===== src/rtl/stream_upsize_buffered.sv =====
// rtl/stream_upsize_buffered.sv - registered narrow-to-wide stream packer with per-lane keep
// The accumulator fills lane by lane; a completing beat moves the word into the output register.
module stream_upsize_buffered #(
   parameter int T_DATA_WIDTH = 4,
   parameter int T_DATA_RATIO = 2
) (
   input  logic                                       clk_i,
   input  logic                                       rst_i,
   input  logic [T_DATA_WIDTH-1:0]                    s_data_i,
   input  logic                                       s_last_i,
   input  logic                                       s_valid_i,
   output logic                                       s_ready_o,
   output logic [T_DATA_RATIO-1:0][T_DATA_WIDTH-1:0]  m_data_o,
   output logic [T_DATA_RATIO-1:0]                    m_keep_o,
   output logic                                       m_last_o,
   output logic                                       m_valid_o,
   input  logic                                       m_ready_i
);

   localparam int CW = (T_DATA_RATIO > 1) ? $clog2(T_DATA_RATIO) : 1;

   generate
      if (T_DATA_RATIO < 2) begin : g_bad_ratio
         $error("stream_upsize_buffered: T_DATA_RATIO must be >= 2");
      end
   endgenerate

   typedef logic [T_DATA_RATIO-1:0][T_DATA_WIDTH-1:0] word_t;

   word_t                   acc_data_q, acc_data_d;
   logic [T_DATA_RATIO-1:0] acc_keep_q, acc_keep_d;
   logic [CW-1:0]           cnt_q, cnt_d;
   word_t                   out_data_q, out_data_d;
   logic [T_DATA_RATIO-1:0] out_keep_q, out_keep_d;
   logic                    out_last_q, out_last_d;
   logic                    out_valid_q, out_valid_d;

   logic                    s_xfer;
   logic                    completing;
   logic [T_DATA_RATIO-1:0] lane_bit;

   // Ready looks only at the output register, so an accepted beat can never overwrite a pending word.
   assign s_ready_o  = !rst_i && (!out_valid_q || m_ready_i);
   assign s_xfer     = s_valid_i && s_ready_o;
   assign completing = s_last_i || (cnt_q == CW'(T_DATA_RATIO - 1));
   assign lane_bit   = {{(T_DATA_RATIO-1){1'b0}}, 1'b1} << cnt_q;

   always_comb begin
      acc_data_d  = acc_data_q;
      acc_keep_d  = acc_keep_q;
      cnt_d       = cnt_q;
      out_data_d  = out_data_q;
      out_keep_d  = out_keep_q;
      out_last_d  = out_last_q;
      out_valid_d = out_valid_q;

      if (out_valid_q && m_ready_i) begin
         out_valid_d = 1'b0;
      end

      if (s_xfer) begin
         if (completing) begin
            out_data_d          = acc_data_q;
            out_data_d[cnt_q]   = s_data_i;
            out_keep_d          = acc_keep_q | lane_bit;
            out_last_d          = s_last_i;
            out_valid_d         = 1'b1;
            acc_data_d          = '0;
            acc_keep_d          = '0;
            cnt_d               = '0;
         end else begin
            acc_data_d[cnt_q]   = s_data_i;
            acc_keep_d          = acc_keep_q | lane_bit;
            cnt_d               = cnt_q + CW'(1);
         end
      end
   end

   always_ff @(posedge clk_i or posedge rst_i) begin
      if (rst_i) begin
         acc_data_q  <= '0;
         acc_keep_q  <= '0;
         cnt_q       <= '0;
         out_data_q  <= '0;
         out_keep_q  <= '0;
         out_last_q  <= 1'b0;
         out_valid_q <= 1'b0;
      end else begin
         acc_data_q  <= acc_data_d;
         acc_keep_q  <= acc_keep_d;
         cnt_q       <= cnt_d;
         out_data_q  <= out_data_d;
         out_keep_q  <= out_keep_d;
         out_last_q  <= out_last_d;
         out_valid_q <= out_valid_d;
      end
   end

   assign m_data_o  = out_data_q;
   assign m_keep_o  = out_keep_q;
   assign m_last_o  = out_last_q;
   assign m_valid_o = out_valid_q;

endmodule

===== config.mk =====
export PLATFORM = sky130hd
export DESIGN_NAME = stream_upsize_buffered
export DESIGN_NICKNAME = d
export VERILOG_FILES = /design/src/rtl/stream_upsize_buffered.sv
export SDC_FILE = /design/constraint.sdc
export NUM_CORES = 1
export LEC_CHECK = 0
export BUFFER_PORTS_ARGS = -buffer_cell sky130_fd_sc_hd__buf_2
export CAP_MARGIN = 30
export CORE_MARGIN = 10
export CORE_UTILIZATION = 51
export DETAILED_ROUTE_END_ITERATION = 16
export PLACE_DENSITY = 0.76
export SLEW_MARGIN = 20
export SYNTH_ARGS = -nofsm -noshare
export SYNTH_HDL_FRONTEND = slang
export SYNTH_SLANG_ARGS = --single-unit

===== constraint.sdc =====
create_clock -name clk_i -period 2 [get_ports clk_i]
set_input_delay 0 -clock clk_i [delete_from_list [all_inputs] [get_ports clk_i]]
set_output_delay 0 -clock clk_i [all_outputs]
set_load 0.01 [all_outputs]

; After elaboration in Yosys (flattened, before gate mapping)
; Index checks and enable logic that the tools add are counted.
[totals]
regBits = 23
output_inout_bits = 13
wordCells = 32
[op_classes]
add_sub_neg = 1
order_cmp = 2
shift = 1
muxes = 9
n_bitwise = 1
n_reduce_logical = 9
[op_table]
columns = cell, count
row1 = 8-bit bitwise mux, 1
row2 = 8-bit two-way mux, 1
row3 = 4-bit demux with 1-bit select, 1
row4 = 1-bit logical AND, 4
row5 = 1-bit two-way mux, 4
row6 = 4-bit two-way mux, 1
row7 = 1-bit logical NOT, 2
row8 = 1-bit logical OR, 2
row9 = 1-bit by 2-bit less-than comparator with 1-bit output (second input constant), 1
row10 = 2-bit two-way mux, 1
row11 = 2-bit bitwise OR, 1
row12 = 2-bit AND reduction, 1
row13 = 1-bit by 1-bit left shift with 2-bit output (first input constant), 1
row14 = 1-bit adder (second input constant), 1
row15 = 1-bit greater-or-equal comparator (second input constant), 1

; Depth between registers and ports, before layout
[logic_depth]
ltp_word = 6
depth_mapped = 4
ltp_nobuf = 3

; Least setup slack after synthesis
; No wires, ideal clock.
[synth_path]
kind = register to register
from = register out_valid_q, in the netlist m_valid_o
to = register out_data_q, in the netlist m_data_o[3]
setup_ns = 0.125
arrival_time_ns = 1.369
slack_ns = 0.506
stages_incl_launch_ff = 5
path_cell_list = dfrtp_1 nor2b_2 nor3_4 buf_6 mux2_2
[synth_between]
elab_chain_cells = 5
[synth_lines]
columns = item, line
row1 = "start, declared", 36  ; logic out_valid_q, out_valid_d;
row2 = "start signal, assigned", 95  ; out_valid_q <= out_valid_d;
row3 = 1-bit logical NOT, 43  ; assign s_ready_o = !rst_i && (!out_valid_q || m_ready_i);
row4 = 1-bit logical OR, 43
row5 = 1-bit logical AND, 43
row6 = 1-bit logical AND, 44  ; assign s_xfer = s_valid_i && s_ready_o;
row7 = 2-bit AND reduction (no source line), -
row8 = "end signal, assigned", 92  ; out_data_q <= out_data_d;
row9 = "end, declared", 33  ; word_t out_data_q, out_data_d;
; No other way between the ends.
; A chain may end at the register's enable or synchronous reset.

; Worst setup path in the final report
[layout_path]
from = input rst_i
to = register out_data_q, in the netlist m_data_o[3]
[layout_between]
elab_chain_cells = 4
[layout_lines]
columns = item, line
row1 = "start, declared", 8  ; input logic rst_i,
row2 = 1-bit logical NOT (no source line), -
row3 = 1-bit logical AND, 43
row4 = 1-bit logical AND, 44
row5 = 2-bit AND reduction (no source line), -
; No other way between the ends.

==> flow_metrics.tcl <==
set metrics [dict create \
    r2r_cells 4 \
    p_seq_share_pct 52.9 \
    viasPerCell 5.18 \
    die_y_microns 63.4 \
    min_delay_path_depth 4 \
    htreeDepth 1 \
    grt_pass1_wl_mm 3.21 \
    finClkSkew_ns 0.00854 \
    most-common-layout-cells "dfrtp_1, buf_2, mux2_2" \
    grt.total_usage_pct 9.81 \
    synth_nets 86 \
    start_kind "primary input" \
    die_w_microns 63.4 \
    multi_input_area_sq_um 387 \
    end_kind "flop" \
    hold_viol 0 \
    gp_congestion 0.793 \
    min_period_ns 1.61 \
    path_clk_slew_ns 0.11 \
    p_sw_uw 313 \
    drc 0 \
    whs_ns 0.0971 \
    power.leakage_nw 0.586 \
    placed_area_sq_um 1090 \
    clock_power_share_pct 17.7 \
    cts_tree "yes" \
    synth-seq-cells 22 \
    drt_iter0_markers 5 \
    fin_setup_tns_ns 0 \
    mostFrequentLayoutCell "dfrtp_1" \
    power_frac_comb_pct 29.4 \
    grt_max_degree 23 \
    cts_setup_buffers 0 \
    worstPathArrival_ns 1.80 \
    peakVddDrop_uv 620 \
    grt_pass1_vias 707 \
    clock_latency_ns 0.30 \
    ios 22 \
    cts.sink_count 22 \
    power.internal_uw 753 \
    rows 15 \
    dieArea_sq_um 4020 \
    min_from "m_ready_i" \
    min_path_type "in2reg" \
    dr.pass1.iters 3 \
    stdcell_area_sq_um 1170 \
    ys_seq_area_share_pct 57.3 \
    max_freq_mhz 622 \
    cp_slowest_stage_delay_ns 0.54 \
    critPathMaxFanout 9 \
    maxCapViolCount 0 \
    root_buffer "clkbuf_4" \
    seq_area_sq_um 551 \
    dp_hpwl_mm 1.45 \
    synthDistinctLibCells 22 \
    power.density_nw_per_um2 908 \
    post-route-period-util_pct 80.3 \
    coreArea_sq_um 1760 \
    holdBufCountCts 6 \
    numCtsBuffers 3 \
    critical-path-slowest-cell "dlygate4sd3_1" \
    worst_pin_slew_ns 0.805 \
    numPortBuffers 21 \
    yosysWarnings 0 \
    slew_headroom_pct 46.3 \
    crit_type "in2reg" \
    syn_inst 77 \
    syn2layout_area_growth_pct 22.3 \
    rsz0062_at_grt "false" \
    status "completed" \
    diodes 0 \
    path_cells "dlygate4sd3_1, buf_2, nand2b_1, nor3_4, buf_4, mux2_2" \
    syn-cell-area_sq_um 961 \
    r2r-start "m_valid_o" \
    nets 117 \
    avgRoutedWirePerCell_microns 14.3 \
    layout-drive-gt1-share_pct 43.4 \
    routed_wl_mm 1.88 \
    syn_avg_cell_area_sq_um 12.5 \
    slew_viol_final 0 \
    via_count 679 \
    clockBufferDepth 2 \
    ant_nets 0 \
    start_util_pct 54.5 \
    cp.required_ns 2.19 \
    n_fill_cell 148 \
    setup_violations 0 \
    antenna_found_initial 0 \
    switching_share_pct 29.4 \
    worstSetupStartpoint "rst_i" \
    cts_resized 0 \
    grt_overflow 0 \
]
## worst paths after layout
path,endpoint,slack (ns)
min,acc_data_q[3],0.1
max reg2reg,m_data_o[3],0.40
min reg2reg,m_keep_o[0],0.48
max in group asynchronous,m_data_o[6],1.07
min in group asynchronous,m_valid_o,0.42
max,m_data_o[3],0.39
## metal layers
metal / up-vias / routed length [microns] / global-route usage (%)
li1: 333 / - / -
met1: 328 / 847 / 11.4
met2: 16 / 874 / 15.3
met3: 2 / 140 / 5.30
met4: 0 / 12 / 2.46
met5: - / 0 / 0
## through the flow
stage / std cells / power [mW] / setup WS (ns) / util [%]
after floorplan: 77 / 0.763 / 0.506 / -
after global placement: 122 / 0.874 / 0.449 / 61.9
after detailed placement: 122 / 0.886 / 0.402 / 61.9
after CTS: 131 / 1.09 / 0.382 / 66.6
after global routing: 131 / 1.14 / 0.310 / 66.6
final: 131 / 1.07 / 0.393 / 66.6
## registers in the layout, summed over array words and instances, names as in the netlist
| name | cells |
|---|---|
| m_valid_o | 1 |
| m_last_o | 1 |
| acc_keep_q | 2 |
| m_data_o | 8 |
| m_keep_o | 2 |
| acc_data_q | 8 |
## synthesized netlist by cell type (all sizes together)
master | n | area share (%)
nor2 | 5 | 2.2
and2b | 1 | 0.78
nand4 | 4 | 2.6
clkbuf | 1 | 0.39
buf | 2 | 1.7
a311oi | 1 | 0.91
a22o | 1 | 0.91
nor2b | 6 | 4.2
nand2 | 4 | 1.6
o21ai | 5 | 2.6
nand3 | 1 | 0.52
a21oi | 2 | 1.0
nand2b | 2 | 1.3
dfrtp | 22 | 57
inv | 1 | 0.39
mux2 | 16 | 19
nor3 | 2 | 2.2
or2 | 1 | 0.65
## logic make-up (layout without fill, tap and decap cells)
group | count (synthesis) | in the layout | synth area share [%]
flip-flops | 22 | 22 | 57.3
AO/OA/AOI/OAI | 9 | 9 | 5.47
buffers and inverters | 4 | 33 | 2.47
AND/OR/NAND/NOR | 26 | 26 | 16.0
multiplexers | 16 | 16 | 18.7
## cell type report
class                   count  area share, %
inverters                   1          0.319
flip-flops and latches     22           46.9
repair buffers             29           15.3
well taps                  25           2.66
clock buffers               3           1.92
multi-input cells          51           32.9
## worst max-delay path: cells and delay by family
kind                   cells  cell delay [ns]
AND/OR/NAND/NOR            2             0.55
multiplexers               1             0.34
buffers and inverters      3             0.91
## power by group through the flow
stage / Combinational (mW) / Clock [mW] / Sequential [mW]
floorplan: 0.156 / 0 / 0.607
finish: 0.313 / 0.189 / 0.565
global placement: 0.303 / 0 / 0.571
CTS: 0.321 / 0.203 / 0.567
detailed placement: 0.311 / 0 / 0.575
global route: 0.346 / 0.218 / 0.575
Power figures use the tool's default switching activity.
